File: config.mk
export PLATFORM = sky130hd
export DESIGN_NAME = dummy_if_serial_tx_flat
export DESIGN_NICKNAME = d
export VERILOG_FILES = /design/src/rtl/dummy_if_serial_tx_pkg.sv /design/src/rtl/dummy_if_serial_tx_if.sv /design/src/rtl/dummy_if_serial_tx_bit_timer.sv /design/src/rtl/dummy_if_serial_tx.sv /design/src/flat_wrapper.sv
export SDC_FILE = /design/constraint.sdc
export NUM_CORES = 1
export LEC_CHECK = 0
export CAP_MARGIN = 0
export CORE_MARGIN = 4
export CORE_UTILIZATION = 55
export CTS_BUF_LIST = sky130_fd_sc_hd__clkbuf_8
export DETAILED_ROUTE_END_ITERATION = 7
export GPL_ROUTABILITY_DRIVEN = 0
export PLACE_DENSITY = 0.81
export SLEW_MARGIN = 25
export SYNTH_ARGS = -nofsm -noshare
export SYNTH_HDL_FRONTEND = slang
export SYNTH_SLANG_ARGS = --single-unit
File: constraint.sdc
create_clock -name clk -period 2.3 [get_ports clk]
set_input_delay 0.23 -clock clk [delete_from_list [all_inputs] [get_ports clk]]
set_output_delay 0.23 -clock clk [all_outputs]
set_load 0.01 [all_outputs]
File: src/rtl/dummy_if_serial_tx_pkg.sv
`default_nettype none
// ============================================================================
// dummy_if_pkg : shared state encoding, line levels and parity helper for the
//                dummy_if serial transmitter.                    Rev 1.0
// ============================================================================
package dummy_if_pkg;

  typedef enum logic [2:0] {
    IDLE   = 3'd0,
    START  = 3'd1,
    DATA   = 3'd2,
    PARITY = 3'd3,
    STOP   = 3'd4
  } tx_state_t;

  localparam logic LINE_IDLE = 1'b1;
  localparam logic START_LVL = 1'b0;
  localparam logic STOP_LVL  = 1'b1;

  // Even parity over the low w bits of d.
  function automatic logic par_even(input logic [31:0] d, input int w);
    logic p;
    p = 1'b0;
    for (int i = 0; i < 32; i++) begin
      if (i < w) p = p ^ d[i];
    end
    return p;
  endfunction

endpackage
`default_nettype wire

File: src/rtl/dummy_if_serial_tx_if.sv
`default_nettype none
// ============================================================================
// dummy_if : single-bit serial link; slave drives the line, master reads it.
//                                                                 Rev 1.0
// ============================================================================
interface dummy_if;
  logic signal;

  modport master (input  signal);
  modport slave  (output signal);
endinterface
`default_nettype wire

File: src/rtl/dummy_if_serial_tx_bit_timer.sv
`default_nettype none
// ============================================================================
// dummy_if_bit_timer : bit-period counter, tick on last clock of each period.
//                                                                 Rev 1.0
// ============================================================================
module dummy_if_bit_timer #(
  parameter int BIT_CYCLES = 4
) (
  input  logic clk,
  input  logic rst,
  input  logic clr,
  output logic tick
);

  localparam int CW = (BIT_CYCLES > 1) ? $clog2(BIT_CYCLES) : 1;
  localparam logic [CW-1:0] c_last = CW'(BIT_CYCLES - 1);
  localparam logic [CW-1:0] c_one  = CW'(1);

  logic [CW-1:0] r_cnt;

  assign tick = (r_cnt == c_last);

  always_ff @(posedge clk) begin
    if (rst || clr || tick) begin
      r_cnt <= '0;
    end else begin
      r_cnt <= r_cnt + c_one;
    end
  end

endmodule
`default_nettype wire

File: src/rtl/dummy_if_serial_tx.sv
`default_nettype none
// ============================================================================
// dummy_if_serial_tx : start / LSB-first data / [parity] / stop serialiser.
// Optional parity bit: define DUMMY_IF_SERIAL_TX_PARITY_EN.       Rev 1.0
// ============================================================================
module dummy_if_serial_tx
  import dummy_if_pkg::*;
#(
  parameter int DATA_W     = 8,
  parameter int BIT_CYCLES = 4
) (
  input  logic              clk,
  input  logic              rst,
  input  logic              in_valid,
  output logic              in_ready,
  input  logic [DATA_W-1:0] in_data,
  output logic              busy,
  dummy_if.slave            tx_if
);

  localparam int IW = (DATA_W > 1) ? $clog2(DATA_W) : 1;
  localparam logic [IW-1:0] c_last_idx = IW'(DATA_W - 1);
  localparam logic [IW-1:0] c_idx_one  = IW'(1);

  tx_state_t         r_state;
  logic [DATA_W-1:0] r_shreg;
  logic [IW-1:0]     r_idx;
  logic              r_signal;
  logic              r_busy;
  logic              w_tick;
  logic              w_fire;
  logic [DATA_W-1:0] w_shreg_next;
  tx_state_t         w_after_data;
  logic              w_after_data_lvl;

`ifdef DUMMY_IF_SERIAL_TX_PARITY_EN
  logic r_par;
  assign w_after_data     = PARITY;
  assign w_after_data_lvl = r_par;
`else
  assign w_after_data     = STOP;
  assign w_after_data_lvl = STOP_LVL;
`endif

  assign in_ready     = (r_state == IDLE) && !rst;
  assign w_fire       = in_valid && in_ready;
  assign w_shreg_next = r_shreg >> 1;
  assign busy         = r_busy;
  assign tx_if.signal = r_signal;

  // Timer is held clear in IDLE so the start bit always gets a full period.
  dummy_if_bit_timer #(
    .BIT_CYCLES (BIT_CYCLES)
  ) u_bit_timer (
    .clk  (clk),
    .rst  (rst),
    .clr  (r_state == IDLE),
    .tick (w_tick)
  );

  always_ff @(posedge clk) begin
    if (rst) begin
      r_state  <= IDLE;
      r_shreg  <= '0;
      r_idx    <= '0;
      r_signal <= LINE_IDLE;
      r_busy   <= 1'b0;
`ifdef DUMMY_IF_SERIAL_TX_PARITY_EN
      r_par    <= 1'b0;
`endif
    end else begin
      case (r_state)
        IDLE: begin
          if (w_fire) begin
            r_shreg  <= in_data;
            r_idx    <= '0;
            r_state  <= START;
            r_signal <= START_LVL;
            r_busy   <= 1'b1;
`ifdef DUMMY_IF_SERIAL_TX_PARITY_EN
            r_par    <= par_even(32'(in_data), DATA_W);
`endif
          end
        end
        START: begin
          if (w_tick) begin
            r_state  <= DATA;
            r_signal <= r_shreg[0];
          end
        end
        DATA: begin
          if (w_tick) begin
            if (r_idx == c_last_idx) begin
              r_idx    <= '0;
              r_state  <= w_after_data;
              r_signal <= w_after_data_lvl;
            end else begin
              r_idx    <= r_idx + c_idx_one;
              r_shreg  <= w_shreg_next;
              r_signal <= w_shreg_next[0];
            end
          end
        end
`ifdef DUMMY_IF_SERIAL_TX_PARITY_EN
        PARITY: begin
          if (w_tick) begin
            r_state  <= STOP;
            r_signal <= STOP_LVL;
          end
        end
`endif
        STOP: begin
          if (w_tick) begin
            r_state  <= IDLE;
            r_signal <= LINE_IDLE;
            r_busy   <= 1'b0;
          end
        end
        default: begin
          r_state  <= IDLE;
          r_signal <= LINE_IDLE;
          r_busy   <= 1'b0;
        end
      endcase
    end
  end

endmodule
`default_nettype wire

File: src/flat_wrapper.sv
// flat-port wrapper written by rule: the top's interface ports become plain ports
module dummy_if_serial_tx_flat import dummy_if_pkg::*;
#(
  parameter int DATA_W     = 8,
  parameter int BIT_CYCLES = 4
)
  (clk, rst, in_valid, in_ready, in_data, busy, tx_if_signal);
  dummy_if tx_if_i ();
  input  logic clk;
  input  logic rst;
  input  logic in_valid;
  output logic in_ready;
  input  logic [DATA_W-1:0] in_data;
  output logic busy;
  output wire logic [$bits(tx_if_i.signal)-1:0] tx_if_signal;
  assign tx_if_signal = tx_if_i.signal;
  dummy_if_serial_tx #(.DATA_W(DATA_W), .BIT_CYCLES(BIT_CYCLES)) u_core (.clk(clk), .rst(rst), .in_valid(in_valid), .in_ready(in_ready), .in_data(in_data), .busy(busy), .tx_if(tx_if_i));
endmodule
==> flow_metrics.env, run 1 <==
export IMPL_grt_pass1_wl_mm=3.80
export IMPL_fp_coreArea_um2=1580
export IMPL_met3_length_um=110
export IMPL_synth_top_cells_by_count="dfxtp_1 (18), nand2_1 (12), nor2_1 (10), a21oi_1 (8), nand3_1 (8)"
export IMPL_async_flop_share_pct=0
export IMPL_grt_max_degree=17
export IMPL_num_antenna_cells=0
export IMPL_ys_top_cells_by_area="dfxtp_1 (37%), ha_1 (5.2%), nand2_1 (4.7%)"
export IMPL_cp_start_kind="flip-flop"
export IMPL_skew_ps=0.904
export IMPL_leakagePower_nw=0.437
export IMPL_initial_utilization_pct=61.3
export IMPL_postCtsSetupBuffers=0
export IMPL_cts_buffers=3
export IMPL_vias_per_cell=6.09
export IMPL_syn_inst=113
export IMPL_setup_viol=0
export IMPL_holdPathEnd="u_core.u_bit_timer.r_cnt[0]"
export IMPL_grt_pass1_vias=839
export IMPL_required_ps=2070
export IMPL_rr_endpoint="u_core.r_shreg[1]"
export IMPL_die_h_um=49.9
export IMPL_cts_htree_levels=1
export IMPL_hpwl_mm=1.49
export IMPL_worstPathMaxFanout=12
export IMPL_syn2layout_area_growth_pct=20.4
export IMPL_fin_cells=142
export IMPL_io_buffers=13
export IMPL_placedCellCount=138
export IMPL_hp_class="flip-flop to flip-flop"
export IMPL_power_density_nw_per_um2=599
export IMPL_synthDistinctLibCells=37
export IMPL_track_usage_pct=19.6
export IMPL_grt_ovfl_total=0
export IMPL_synth_top_area_share_pct=37.3
export IMPL_dieArea_um2=2490
export IMPL_slew_viol_final=0
export IMPL_highest_layer="met4"
export IMPL_drt_iter0_drc=22
export IMPL_ios=14
export IMPL_die_w_um=49.9
export IMPL_endpoint_kind="output port"
export IMPL_final_hold_viol_count=0
export IMPL_min_from="u_core.u_bit_timer.r_cnt[0]"
export IMPL_rsz0062_at_grt="no"
export IMPL_path_class="flip-flop to output port"
export IMPL_fin_crit_ps=1980
export IMPL_synth_seq_cells=18
export IMPL_cts_root_buf="clkbuf_8"
export IMPL_dpl_worst_slack_ps=264
export IMPL_cts_hold_buf=0
export IMPL_wl_met2_mm=1.02
export IMPL_tns_ps=0
export IMPL_worstPathArrival_ps=1750
export IMPL_r2r_cells=6
export IMPL_ys_warnings_count=0
export IMPL_nets=142
export IMPL_synth_edf_count=0
export IMPL_synth_avg_cell_area_um2=8.56
export IMPL_final_util_pct=73.9
export IMPL_fin_hold_ws_ps=450
export IMPL_cts_sinks=18
export IMPL_synth_ff_type="dfxtp_1"
export IMPL_num_rows=14
export IMPL_cap_violations=0
export IMPL_dr_pass1_iters=4
export IMPL_yosys_cell_count_top_type="dfxtp_1"
export IMPL_grt_antenna_before_repair=0
export IMPL_r2r_setup_slack_ps=490
export IMPL_clk_pin_slew_ps=70
export IMPL_synth_area_um2=967
export IMPL_fmax_mhz=505
export IMPL_drive_gt1_share_pct=12.7
export IMPL_worst_slack_ps=318
export IMPL_vias=865
export IMPL_fin_crit_sh_pct=86.2
export IMPL_cts_tree="done"
export IMPL_outcome="finished, final reports clean"
export IMPL_synth_top_area_cell="dfxtp_1"
export IMPL_drt_wirelength_per_cell_um=14.8
export IMPL_worst_pin_slew_ps=478
export IMPL_r2r_start="u_core.u_bit_timer.r_cnt[0]"
export IMPL_wl_met1_um=935
export IMPL_hold_depth=1
export IMPL_cts_resized=0
export IMPL_ant_nets=0
export IMPL_clk_latency_ps=250
export IMPL_routed_wl_mm=2.10
export IMPL_synth_seq_area_share_pct=37.3
export IMPL_ir_drop_v=0.000416
export IMPL_slew_headroom_pct=68.1
export IMPL_drc=0
export IMPL_clock_path_buffers=2
export IMPL_synth_nets=128
==> metrics by stage <==
step | total power, mW | cell area (um2)
floorplan | 0.402 | 967
global placement | 0.438 | 1110
detailed placement | 0.441 | 1110
CTS | 0.699 | 1160
global route | 0.728 | 1160
finish | 0.698 | 1160
==> kinds of logic (layout without fill, tap and decap cells) <==
logic type / count (synthesis) / count (layout) / share of synthesized area [%]
multiplexers: 2 / 2 / 2.07
AO/OA/AOI/OAI: 27 / 27 / 22.0
buffers and inverters: 10 / 23 / 5.04
flip-flops: 18 / 18 / 37.3
AND/OR/NAND/NOR: 52 / 52 / 28.5
adder cells (fa/ha/maj): 4 / 4 / 5.17
==> sequential cells by signal, summed over array words and instances, names as in the netlist <==
register and cells:
u_core.r_state 3, u_core.r_shreg 8, u_core.u_bit_timer.r_cnt 2, u_core.r_idx 3, u_core.tx_if.signal 1, u_core.busy 1
==> layout by cell type, fill, tap and decap left out, types with 2 or more instances in the layout <==
master           netlist  layout
nand2b_1               2       2
nor2b_1                3       3
a21oi_1                8       8
clkdlybuf4s50_1        0      13
nand3_1                8       8
clkbuf_8               0       4
nand2_1               12      12
mux2i_1                2       2
nor4_1                 3       3
a311oi_1               5       5
nor3_1                 3       3
buf_4                  0       5
o21ai_0                4       4
nor2_1                10      10
ha_1                   4       4
dfxtp_1               18      18
o21a_1                 2       2
==> worst max-delay path, cell delays in order (launching register included) <==
cell             delay, ps
dfxtp_1                430
buf_4                  230
nor4_1                 250
clkdlybuf4s50_1        580
==> area by class of cell <==
cell class	instances	area [um2]
sequential	18	360
fill	110	412
multi-input combinational	85	558
tap	16	20.0
clock buffer	4	55.1
inverter	1	3.75
timing repair buffer	18	168
==> power breakdown <==
group	internal, mW	switching (mW)	leakage, nW
Sequential	0.327	0.0133	0.147
Combinational	0.0528	0.0422	0.261
Clock	0.152	0.111	0.0288
Total	0.532	0.166	0.437
==> routing by layer <==
metal | GRT usage, % | up-vias
li1 | - | 437
met3 | 4.82 | 6
met2 | 32.2 | 24
met1 | 24.7 | 398
met4 | 6.91 | 0
met5 | 0 | -
==> worst max path at each step <==
stage | start | endpoint | slack [ps] | cells past startpoint
floorplan | u_core.u_bit_timer.r_cnt[0] | u_core.r_shreg[1] | 600 | 7
global placement | in_valid | u_core.r_shreg[5] | 340 | 6
detailed placement | in_valid | u_core.r_shreg[1] | 260 | 6
CTS | u_core.r_state[1] | in_ready | 310 | 3
global route | u_core.r_state[1] | in_ready | 240 | 3
finish | u_core.r_state[1] | in_ready | 320 | 3
Power figures use the tool's default switching activity.
==> run 2, diff against run 1 <==
--- a/config.mk
+++ b/config.mk
@@ -6,12 +6,14 @@
 export NUM_CORES = 1
 export LEC_CHECK = 0
 export CAP_MARGIN = 0
+export CELL_PAD_IN_SITES_DETAIL_PLACEMENT = 0
+export CELL_PAD_IN_SITES_GLOBAL_PLACEMENT = 1
 export CORE_MARGIN = 4
-export CORE_UTILIZATION = 55
+export CORE_UTILIZATION = 41
 export CTS_BUF_LIST = sky130_fd_sc_hd__clkbuf_8
 export DETAILED_ROUTE_END_ITERATION = 7
 export GPL_ROUTABILITY_DRIVEN = 0
-export PLACE_DENSITY = 0.81
+export PLACE_DENSITY_LB_ADDON = 0.1
 export SLEW_MARGIN = 25
 export SYNTH_ARGS = -nofsm -noshare
 export SYNTH_HDL_FRONTEND = slang
==> run 2 against run 1 <==
  * Fmax decreased by 2.1%
  * Via count decreased by 0.58%
  * Clock skew increased by 0.56 ps
  * Critical path type unchanged
==> flow_metrics.env, run 2 (synthesis results as in run 1) <==
export IMPL_cts_buffers=3
export IMPL_cts_htree_levels=1
export IMPL_mostFrequentLayoutCell="dfxtp_1"
export IMPL_grt_pass1_vias=845
export IMPL_cap_violations=0
export IMPL_num_rows=17
export IMPL_num_antenna_cells=0
export IMPL_setup_viol=0
export IMPL_initial_utilization_pct=43.3
export IMPL_rsz0062_at_grt="no"
export IMPL_r2r_setup_slack_ps=530
export IMPL_path_cells="buf_4 > nor4_1 > clkdlybuf4s50_1"
export IMPL_final_util_pct=53.2
export IMPL_ir_drop_v=0.000323
export IMPL_final_hold_viol_count=0
export IMPL_endpoint_kind="output port"
export IMPL_slew_headroom_pct=67.6
export IMPL_worstPathMaxFanout=12
export IMPL_hpwl_mm=1.57
export IMPL_worst_slack_ps=277
export IMPL_nets=143
export IMPL_fin_hold_ws_ps=437
export IMPL_cts_tree="done"
export IMPL_syn2layout_area_growth_pct=22.8
export IMPL_fillers=217
export IMPL_drt_iter0_drc=15
export IMPL_top_register="u_core.r_shreg"
export IMPL_die_h_um=56.6
export IMPL_grt_antenna_before_repair=0
export IMPL_dieArea_um2=3200
export IMPL_grt_pass1_wl_mm=3.80
export IMPL_ant_nets=0
export IMPL_fmax_mhz=494
export IMPL_fin_crit_sh_pct=88.0
export IMPL_worstPathArrival_ps=1790
export IMPL_hp_class="flip-flop to flip-flop"
export IMPL_cp_slowest_stage_delay_ps=590
export IMPL_cts_hold_buf=0
export IMPL_fin_total_pwr_uw=692
export IMPL_vias_per_cell=5.55
export IMPL_clock_path_buffers=2
export IMPL_outcome="finished, final reports clean"
export IMPL_layout_common_cells="dfxtp_1 (18), clkdlybuf4s50_1 (13), nand2_1 (12)"
export IMPL_top_regs="u_core.r_shreg: 8 flops, u_core.r_idx: 3 flops, u_core.r_state: 3 flops"
export IMPL_dpl_worst_slack_ps=255
export IMPL_io_buffers=13
export IMPL_fp_coreArea_um2=2230
export IMPL_vias=860
export IMPL_path_class="flip-flop to output port"
export IMPL_tns_ps=0
export IMPL_dr_pass1_iters=4
export IMPL_track_usage_pct=14.5
export IMPL_drc=0
export IMPL_required_ps=2070
export IMPL_power_density_nw_per_um2=583
export IMPL_worst_pin_slew_ps=485
export IMPL_leakagePower_nw=0.443
export IMPL_postCtsSetupBuffers=0
export IMPL_die_w_um=56.6
export IMPL_cp_start_kind="flip-flop"
export IMPL_grt_ovfl_total=0
export IMPL_largest_register_ffs=8
export IMPL_drive_gt1_share_pct=13.4
export IMPL_fin_crit_ps=2020
export IMPL_grt_max_degree=16
export IMPL_slowest_stage="clkdlybuf4s50_1"
export IMPL_cts_sinks=18
export IMPL_routed_wl_mm=2.09
export IMPL_ios=14
export IMPL_drt_wirelength_per_cell_um=13.5
export IMPL_cts_root_buf="clkbuf_8"
export IMPL_cts_resized=0
export IMPL_clk_pin_slew_ps=70
export IMPL_clk_latency_ps=250
export IMPL_slew_viol_final=0
export IMPL_skew_ps=1.47
## run 2: layout make-up
class	instances	area, um2	share of cell area, %
Multi-Input combinational cell	85	558	47.0
Inverter	1	3.75	0.316
Clock buffer	4	55.1	4.64
Tap cell	28	35.0	2.95
Timing Repair Buffer	19	175	14.8
Sequential cell	18	360	30.3
## run 2: worst paths after layout
kind	startpoint	endpoint	cells past startpoint
worst max-delay path	u_core.r_state[1]	in_ready	3
worst min-delay path	u_core.u_bit_timer.r_cnt[0]	u_core.u_bit_timer.r_cnt[0]	1
worst max register to register	u_core.u_bit_timer.r_cnt[0]	u_core.r_shreg[3]	6
worst min register to register	u_core.u_bit_timer.r_cnt[0]	u_core.u_bit_timer.r_cnt[0]	1
## run 2: power breakdown
part	leakage (nW)	total [mW]	switching (mW)	internal, mW
combinational	0.267	0.0947	0.0419	0.0528
sequential	0.147	0.340	0.0128	0.327
clock	0.0288	0.257	0.105	0.152
## run 2: metal layers
layer  routed length (um)  share of wire (%)  GRT usage [%]
met5                    0                  0              0
met1                 1020                 49           19.3
met2                  976                 47           23.8
met3                   91                4.4           3.45
met4                    0                  0           3.05
## run 2: stage by stage
stage	cells	cell area, um2
4_1_cts	155	1190
5_1_grt	155	1190
3_3_place_gp	151	1130
3_5_place_dp	151	1130
2_1_floorplan	113	967
6_report	155	1190
## run 2: worst max-delay path, delay by kind of cell, from the launching register on
family / cells / cell delay (ps)
AND/OR/NAND/NOR: 1 / 280
buffers and inverters: 2 / 820
flip-flops: 1 / 430
==> run 3, diff against run 2 <==
--- a/config.mk
+++ b/config.mk
@@ -8,11 +8,11 @@
 export CAP_MARGIN = 0
 export CELL_PAD_IN_SITES_DETAIL_PLACEMENT = 0
 export CELL_PAD_IN_SITES_GLOBAL_PLACEMENT = 1
-export CORE_MARGIN = 4
 export CORE_UTILIZATION = 41
 export CTS_BUF_LIST = sky130_fd_sc_hd__clkbuf_8
 export DETAILED_ROUTE_END_ITERATION = 7
 export GPL_ROUTABILITY_DRIVEN = 0
+export HOLD_SLACK_MARGIN = 0.06
 export PLACE_DENSITY_LB_ADDON = 0.1
 export SLEW_MARGIN = 25
 export SYNTH_ARGS = -nofsm -noshare
==> run 3 against run 2 <==
  * Die area down 20%
  * Critical path depth rose by 1
  * Total power shrank 5.8%
  * Critical path type is now input pin to output port
  * Critical endpoint unchanged
  * Highest routed layer is now met4
==> flow_metrics.env, run 3 (synthesis results as in run 1) <==
export IMPL_outcome="finished, final reports clean"
export IMPL_r2r_cells=6
export IMPL_mostFrequentLayoutCell="dfxtp_1"
export IMPL_slew_viol_final=0
export IMPL_die_h_um=50.6
export IMPL_slowest_stage="clkdlybuf4s50_1"
export IMPL_worstPathArrival_ps=1680
export IMPL_grt_pass1_vias=895
export IMPL_top_register="u_core.r_shreg"
export IMPL_crit_top_cell="clkdlybuf4s50_1"
export IMPL_r2r_setup_slack_ps=400
export IMPL_hp_class="flip-flop to flip-flop"
export IMPL_track_usage_pct=19.2
export IMPL_cts_buffers=3
export IMPL_ios=14
export IMPL_r2r_start="u_core.r_state[1]"
export IMPL_cts_hold_buf=0
export IMPL_syn2layout_area_growth_pct=21.3
export IMPL_drive_gt1_share_pct=12.7
export IMPL_cts_root_buf="clkbuf_8"
export IMPL_cap_violations=0
export IMPL_clk_latency_ps=260
export IMPL_routed_wl_mm=2.00
export IMPL_fin_total_pwr_uw=652
export IMPL_dieArea_um2=2560
export IMPL_cts_htree_levels=1
export IMPL_vias_per_cell=5.56
export IMPL_grt_max_degree=16
export IMPL_num_antenna_cells=0
export IMPL_grt_pass1_wl_mm=3.71
export IMPL_die_w_um=50.6
export IMPL_nets=143
export IMPL_cts_sinks=18
export IMPL_fmax_mhz=524
export IMPL_required_ps=2070
export IMPL_endpoint_kind="output port"
export IMPL_layout_common_cells="dfxtp_1 (18), clkdlybuf4s50_1 (13), nand2_1 (12)"
export IMPL_rsz0062_at_grt="no"
export IMPL_leakagePower_nw=0.436
export IMPL_fp_coreArea_um2=2210
export IMPL_cp_slowest_stage_delay_ps=590
export IMPL_dr_pass1_iters=4
export IMPL_io_buffers=13
export IMPL_rr_endpoint="u_core.r_shreg[5]"
export IMPL_top_regs="u_core.r_shreg: 8 flops, u_core.r_idx: 3 flops, u_core.r_state: 3 flops"
export IMPL_num_rows=17
export IMPL_final_hold_viol_count=0
export IMPL_vias=856
export IMPL_final_util_pct=53.1
export IMPL_path_cells="clkdlybuf4s50_1 > buf_4 > nor4_1 > clkdlybuf4s50_1"
export IMPL_drc=0
export IMPL_clk_pin_slew_ps=70
export IMPL_critPathCapture="in_ready"
export IMPL_worstPathMaxFanout=11
export IMPL_power_density_nw_per_um2=556
export IMPL_cts_resized=0
export IMPL_slew_headroom_pct=65.0
export IMPL_drt_iter0_drc=9
export IMPL_drt_wirelength_per_cell_um=13.0
export IMPL_tns_ps=0
export IMPL_largest_register_ffs=8
export IMPL_postCtsSetupBuffers=0
export IMPL_ant_nets=0
export IMPL_ir_drop_v=0.000303
export IMPL_skew_ps=7.79
export IMPL_fin_crit_sh_pct=83.0
export IMPL_setup_viol=0
export IMPL_cts_tree="done"
export IMPL_clock_path_buffers=2
export IMPL_grt_ovfl_total=0
export IMPL_hpwl_mm=1.42
export IMPL_worst_pin_slew_ps=524
export IMPL_fin_crit_ps=1910
export IMPL_grt_antenna_before_repair=0
export IMPL_path_class="input pin to output port"
export IMPL_initial_utilization_pct=43.7
export IMPL_cp_start_kind="input pin"
export IMPL_critPathLaunch="rst"
## run 3: stage by stage
step,area (um2),setup slack (ps),cells,hold slack [ps]
2_1_floorplan,967,603,113,382
3_3_place_gp,1130,316,151,414
3_5_place_dp,1130,260,151,435
4_1_cts,1170,357,154,445
5_1_grt,1170,214,154,455
6_report,1170,390,154,435
## run 3: layout make-up
type / count / area, um2
inverter: 1 / 3.75
tap: 28 / 35.0
multi-input combinational: 85 / 558
fill: 221 / 1040
sequential: 18 / 360
timing repair buffer: 19 / 175
clock buffer: 3 / 41.3
## run 3: worst min path at each step
stage,slack (ps),start,depth (start not counted),to
after detailed placement,430,u_core.u_bit_timer.r_cnt[0],1,u_core.u_bit_timer.r_cnt[0]
after global routing,460,u_core.u_bit_timer.r_cnt[0],1,u_core.u_bit_timer.r_cnt[0]
after CTS,440,u_core.u_bit_timer.r_cnt[0],1,u_core.u_bit_timer.r_cnt[0]
final,430,u_core.u_bit_timer.r_cnt[0],1,u_core.u_bit_timer.r_cnt[0]
after global placement,410,u_core.u_bit_timer.r_cnt[0],1,u_core.u_bit_timer.r_cnt[0]
after floorplan,380,in_data[7],2,u_core.r_shreg[7]
## run 3: report_power, final
| part | total (mW) | internal [mW] | leakage (nW) | switching (mW) |
|---|---|---|---|---|
| registers | 0.339 | 0.327 | 0.147 | 0.0120 |
| logic | 0.0947 | 0.0528 | 0.267 | 0.0419 |
| clock network | 0.218 | 0.116 | 0.0216 | 0.102 |
| total | 0.652 | 0.496 | 0.436 | 0.156 |
## run 3: per-layer routing
| metal | wire length [um] | GRT usage, % |
|---|---|---|
| met1 | 989 | 21.5 |
| met5 | 0 | 0 |
| met2 | 910 | 34.7 |
| met3 | 69 | 2.73 |
| met4 | 31 | 9.72 |
## run 3: worst max-delay path, delay by kind of cell
kind | cells | cell delay (ps)
buf+inv | 3 | 1250
simple gates | 1 | 200
